## config.mk

```make
export PLATFORM = sky130hd
export DESIGN_NAME = resp_sig_capture
export DESIGN_NICKNAME = d
export VERILOG_FILES = /design/src/rtl/resp_sig_capture.sv
export SDC_FILE = /design/constraint.sdc
export NUM_CORES = 1
export LEC_CHECK = 0
export ABC_AREA = 1
export CAP_MARGIN = 10
export CORE_UTILIZATION = 47
export DETAILED_ROUTE_END_ITERATION = 16
export DONT_BUFFER_PORTS = 1
export GPL_TIMING_DRIVEN = 0
export PLACE_DENSITY_LB_ADDON = 0.25
export REMOVE_ABC_BUFFERS = 1
export SLEW_MARGIN = 30
export SYNTH_ARGS = -nofsm -noshare
export SYNTH_HDL_FRONTEND = slang
export SYNTH_SLANG_ARGS = --single-unit
export TNS_END_PERCENT = 50
```

## constraint.sdc

```tcl
create_clock -name clk -period 10.5 [get_ports clk]
set_clock_uncertainty 0.05 [all_clocks]
set_input_delay 2.1 -clock clk [delete_from_list [all_inputs] [get_ports clk]]
set_output_delay 2.1 -clock clk [all_outputs]
set_load 0.02 [all_outputs]
```

## src/rtl/resp_sig_capture.sv

```systemverilog
// Response-side MISR capture: folds dut_out into per-frame signatures, streams records.
// Optional RESP_SIG_PARITY_EN adds out_par, the XOR-reduce of out_data.
module resp_sig_capture #(
  parameter int          OUT_W      = 330,
  parameter int          FRAME_LEN  = 16,
  parameter int          FIFO_DEPTH = 4,
  parameter logic [31:0] POLY       = 32'h04C11DB7,
  parameter logic [31:0] SEED       = 32'hFFFFFFFF
) (
  input  logic             clk,
  input  logic             rst,
  input  logic             cap_en,
  input  logic [OUT_W-1:0] dut_out,
  output logic             out_valid,
  input  logic             out_ready,
  output logic [31:0]      out_data,
  output logic             out_last,
  output logic             overflow,
  output logic [15:0]      frame_cnt,
  output logic             busy
`ifdef RESP_SIG_PARITY_EN
  ,
  output logic             out_par
`endif
);

  localparam int NS = (OUT_W + 31) / 32;
  localparam int AW = $clog2(FIFO_DEPTH);
  localparam logic [15:0] LAST_N = 16'(FRAME_LEN - 1);
  localparam logic [15:0] NSAMP  = 16'(FRAME_LEN);

  typedef enum logic [1:0] {
    IDLE,
    RUN,
    FLUSH
  } state_t;

  typedef struct packed {
    logic [15:0] idx;
    logic [15:0] nsamp;
    logic [31:0] sig;
  } rec_t;

  state_t state, state_d;
  logic [31:0] sig, sig_d, sig_next, fold;
  logic [15:0] n, n_d;
  logic [NS*32-1:0] padded;
  logic gen, push, pop, xfer, full, empty, beat;
  rec_t rec, head;
  rec_t mem [FIFO_DEPTH];
  logic [AW:0] wr_ptr, rd_ptr;

  always_comb begin
    padded = '0;
    padded[OUT_W-1:0] = dut_out;
    fold = '0;
    for (int k = 0; k < NS; k++) begin
      fold = fold ^ padded[32*k +: 32];
    end
  end

  assign sig_next = {sig[30:0], 1'b0}
                  ^ (sig[31] ? POLY : 32'h0)
                  ^ fold;

  always_comb begin
    state_d = state;
    sig_d   = sig;
    n_d     = n;
    gen     = 1'b0;
    rec     = '0;
    unique case (state)
      IDLE: begin
        if (cap_en) state_d = RUN;
      end
      RUN: begin
        if (cap_en) begin
          if (n == LAST_N) begin
            gen   = 1'b1;
            rec   = {frame_cnt, NSAMP, sig_next};
            sig_d = SEED;
            n_d   = '0;
          end else begin
            sig_d = sig_next;
            n_d   = n + 16'd1;
          end
        end else begin
          state_d = (n != 16'd0) ? FLUSH : IDLE;
        end
      end
      FLUSH: begin
        gen     = 1'b1;
        rec     = {frame_cnt, n, sig};
        sig_d   = SEED;
        n_d     = '0;
        state_d = IDLE;
      end
      default: state_d = IDLE;
    endcase
  end

  // Full is judged on the pre-pop occupancy
  assign empty = (wr_ptr == rd_ptr);
  assign full  = (wr_ptr[AW] != rd_ptr[AW])
              && (wr_ptr[AW-1:0] == rd_ptr[AW-1:0]);
  assign push  = gen && !full;
  assign xfer  = out_valid && out_ready;
  assign pop   = xfer && beat;
  assign head  = mem[rd_ptr[AW-1:0]];

  always_ff @(posedge clk) begin
    if (rst) begin
      state     <= IDLE;
      sig       <= SEED;
      n         <= '0;
      frame_cnt <= '0;
      overflow  <= 1'b0;
      wr_ptr    <= '0;
      rd_ptr    <= '0;
      beat      <= 1'b0;
    end else begin
      state <= state_d;
      sig   <= sig_d;
      n     <= n_d;
      if (gen) frame_cnt <= frame_cnt + 16'd1;
      if (gen && full) overflow <= 1'b1;
      if (push) wr_ptr <= wr_ptr + 1'b1;
      if (pop) rd_ptr <= rd_ptr + 1'b1;
      if (xfer) beat <= ~beat;
    end
  end

  always_ff @(posedge clk) begin
    if (push) mem[wr_ptr[AW-1:0]] <= rec;
  end

  assign out_valid = !empty;
  assign out_last  = !empty && beat;
  assign out_data  = empty ? 32'h0
                   : beat  ? head.sig
                   : {head.idx, head.nsamp};
  assign busy      = (state != IDLE) || !empty;

`ifdef RESP_SIG_PARITY_EN
  assign out_par = ^out_data;
`endif

endmodule
```

==> summary.md <==
| Metric | Value |
|---|---|
| Post-Synthesis Cells | `around 2500` |
| F_max | `approximately 190 MHz` |
| DR DRC count | `0` |
| Fin. Hold Viols | `0` |
| Routed WL | `slightly below 50000 um` |
| Post CTS Setup Buffer Count | `0` |
| DIE AREA | `around 42000 sq um` |
| Lkg Pwr | `around 9.5 nW` |
| Sequential fraction of the synthesis area | `between 40% and 50%` |
| Initial antenna violation count | `0` |
| Most frequent cells in the layout | `764 x nand2_1, 310 x inv_1, 256 x edfxtp_1` |
| FP Rows | `73` |
| Wirelength per Cell | `between 15 and 20 um` |
| DP Cell Count | `between 2000 and 3000` |
| Final hold slack | `437 ps` |
| Grt ovf | `0` |
| Unrepaired setup endpoints after global routing | `false` |
| Final HPWL DP | `around 35000 um` |
| Minimum clock period | `approximately 5300 ps` |
| I/O Pins | `386` |
| Cell Pwr Density | `around 150 nW/um^2` |
| Fin Setup TNS | `0 ps` |
| Total track usage | `a little under a quarter` |
| Total power | `0.00331 W` |
| Netlist cell types | `40` |
| WS Path Type | `register to output pin` |
| CTS tree | `yes` |
| GP Congestion | `0.901` |
| CTS Buffer Depth | `3` |
| Worst skew pair latency | `around 520 ps` |
| Vias | `15803` |
| Clock Tree Root | `clkbuf_16` |
| H-Tree Depth | `2` |
| Slew Limit Fails | `0` |
| Peak VDD IR | `approximately 0.00010 V` |
| HP Class | `register to register` |
| Async set or reset register ratio after synthesis | `0%` |
| Crit Path Max Fanout | `80` |
| Number of flops mapped to enable cells by yosys | `approximately 260` |
| Global-route wire length before repair | `~77000 um` |
| Hold-fix buffers, CTS | `0` |
| Largest net degree at the start of global routing | `81` |
| Core ar. | `~40000 sq um` |
| Synthesis warning total | `0` |
| Die height | `205 um` |
| Synth Cell Area | `~19000 sq um` |
| Setup crit end kind | `output pin` |
| Crit start category | `register` |
| CTS Sinks | `~330` |
| Port buffer count | `0` |
| Final setup vio count | `0` |
| Critical Path RT | `roughly 8400 ps` |
| Util after Layout | `a little over half` |
| Diode count | `0` |
| Post-Layout Cell Count | `3020` |
| Slew of the pin with the lowest slew margin | `between 700 and 800 ps` |
| Fraction of the cycle the final worst path needs | `50.6%` |
| Initial core utilization | `48.1%` |
| Synth Flop Type | `edfxtp_1` |
| Max_slew headroom | `between 40% and 50%` |
| Clk slew on worst S/H paths | `~60 ps` |
| Status | `completed` |
| Number of global-route vias before repair | `approximately 15000` |
| Worst EP arrival | `3160 ps` |
| Die X | `roughly 200 um` |
| Max Cap Viol | `0` |
| Seq cells post-synth | `approximately 330` |
| Area grow syn2layout | `11.3%` |
| CTS Buf Count | `35` |
| Mean area per synthesized cell | `between 7 and 8 sq um` |
| PostCTS Resize Cnt | `0` |
| Layout cells sized above 1 | `under 10%` |
| Vias per cell | `5.23` |
| DRT antenna net count | `0` |
| DRT Pass-1 Iters | `6` |
| Nets | `about 2800` |
| Initial DRC Count | `between 900 and 1000` |
| Most common cell after layout, fill and taps aside | `nand2_1` |
[worst max-delay path, cell delays in order (launching register included)]
cell and delay, ps:
dfxtp_4 490, buf_12 250, inv_6 290, buf_16 300, o21ai_0 130, o22ai_1 430, o21ai_0 140, a31oi_1 480
[layout make-up]
cell class | instances | area, sq um
well taps | 525 | 657
clock buffers | 45 | 945
flip-flops and latches | 332 | 9220
repair buffers | 25 | 613
clock inverters | 19 | 290
fillers | 3667 | 18700
multi-input cells | 1752 | 8590
inverters | 322 | 1230
[kinds of logic after synthesis]
| group | share of synthesized area, % |
|---|---|
| and+or+nand+nor | 25.2 |
| buffers and inverters | 8.35 |
| AOI/OAI and AO/OA | 9.51 |
| DFF | 47.6 |
| xor gates and xnor gates | 8.60 |
| adders and majority gates | 0.711 |
[layer usage]
| layer | part of all wire [%] | GRT usage (%) | vias to the layer above |
|---|---|---|---|
| met4 | 2.2 | 6.35 | 0 |
| met1 | 44 | 30.5 | 7265 |
| li1 | - | - | 7985 |
| met3 | 5.3 | 3.09 | 79 |
| met2 | 49 | 40.5 | 474 |
| met5 | 0 | 0 | - |
[per-stage QoR]
stage / setup slack [ps] / area (sq um)
after floorplan: 3350 / 18900
after global placement: -795 / 19600
after global routing: 5020 / 21500
final: 5190 / 21500
after CTS: 5210 / 21500
after detailed placement: 5690 / 20300
[registers in the layout, indices dropped and copies added, names as in the netlist, named ones only]
register / flops
rd_ptr: 3
frame_cnt: 16
n: 16
wr_ptr: 3
sig: 32
beat: 1
state: 2
overflow: 1
mem: 256
[Yosys cell counts (2+ instances only)]
cell      count  area share [%]
xnor2_1     102             4.6
nor2_1      248             4.8
dfxtp_1      76             7.9
nand4_1      30            0.97
nor2_2        2           0.065
nand3b_1     15            0.58
inv_2         5           0.097
a21o_1        5            0.19
ha_1         11            0.71
nand2_1     764              15
xor2_1       88             4.0
buf_1         8            0.16
edfxtp_1    256              40
a211oi_1      2           0.078
and3_1        3           0.097
nand3_1     124             3.2
buf_6         7            0.41
or2_2         4            0.13
a31oi_1      34             1.1
inv_1       313             6.1
o21ai_1       8            0.21
clkbuf_1     56             1.1
nor3_1       10            0.26
o21ai_0     192             5.0
clkinv_1      3           0.058
a21oi_1      68             1.8
o22ai_1      32             1.0
buf_4         3            0.12
buf_2        12            0.31
[worst paths after layout]
kind / startpoint / to / slack (ps) / cells after the start
worst max-delay path: register / out_data[30] / 5190 / 7
worst min-delay path: rd_ptr[2] / rd_ptr[2] / 440 / 2
worst max register to register: state[0] / mem[2][26] / 7020 / 11
worst min register to register: rd_ptr[2] / rd_ptr[2] / 440 / 2
[report_power, final]
part	switching (W)	internal, W
combinational	0.000328	0.000191
clock	0.000513	0.000815
sequential	0.0000255	0.00143
No activity file was read; power rests on OpenSTA's default activity.
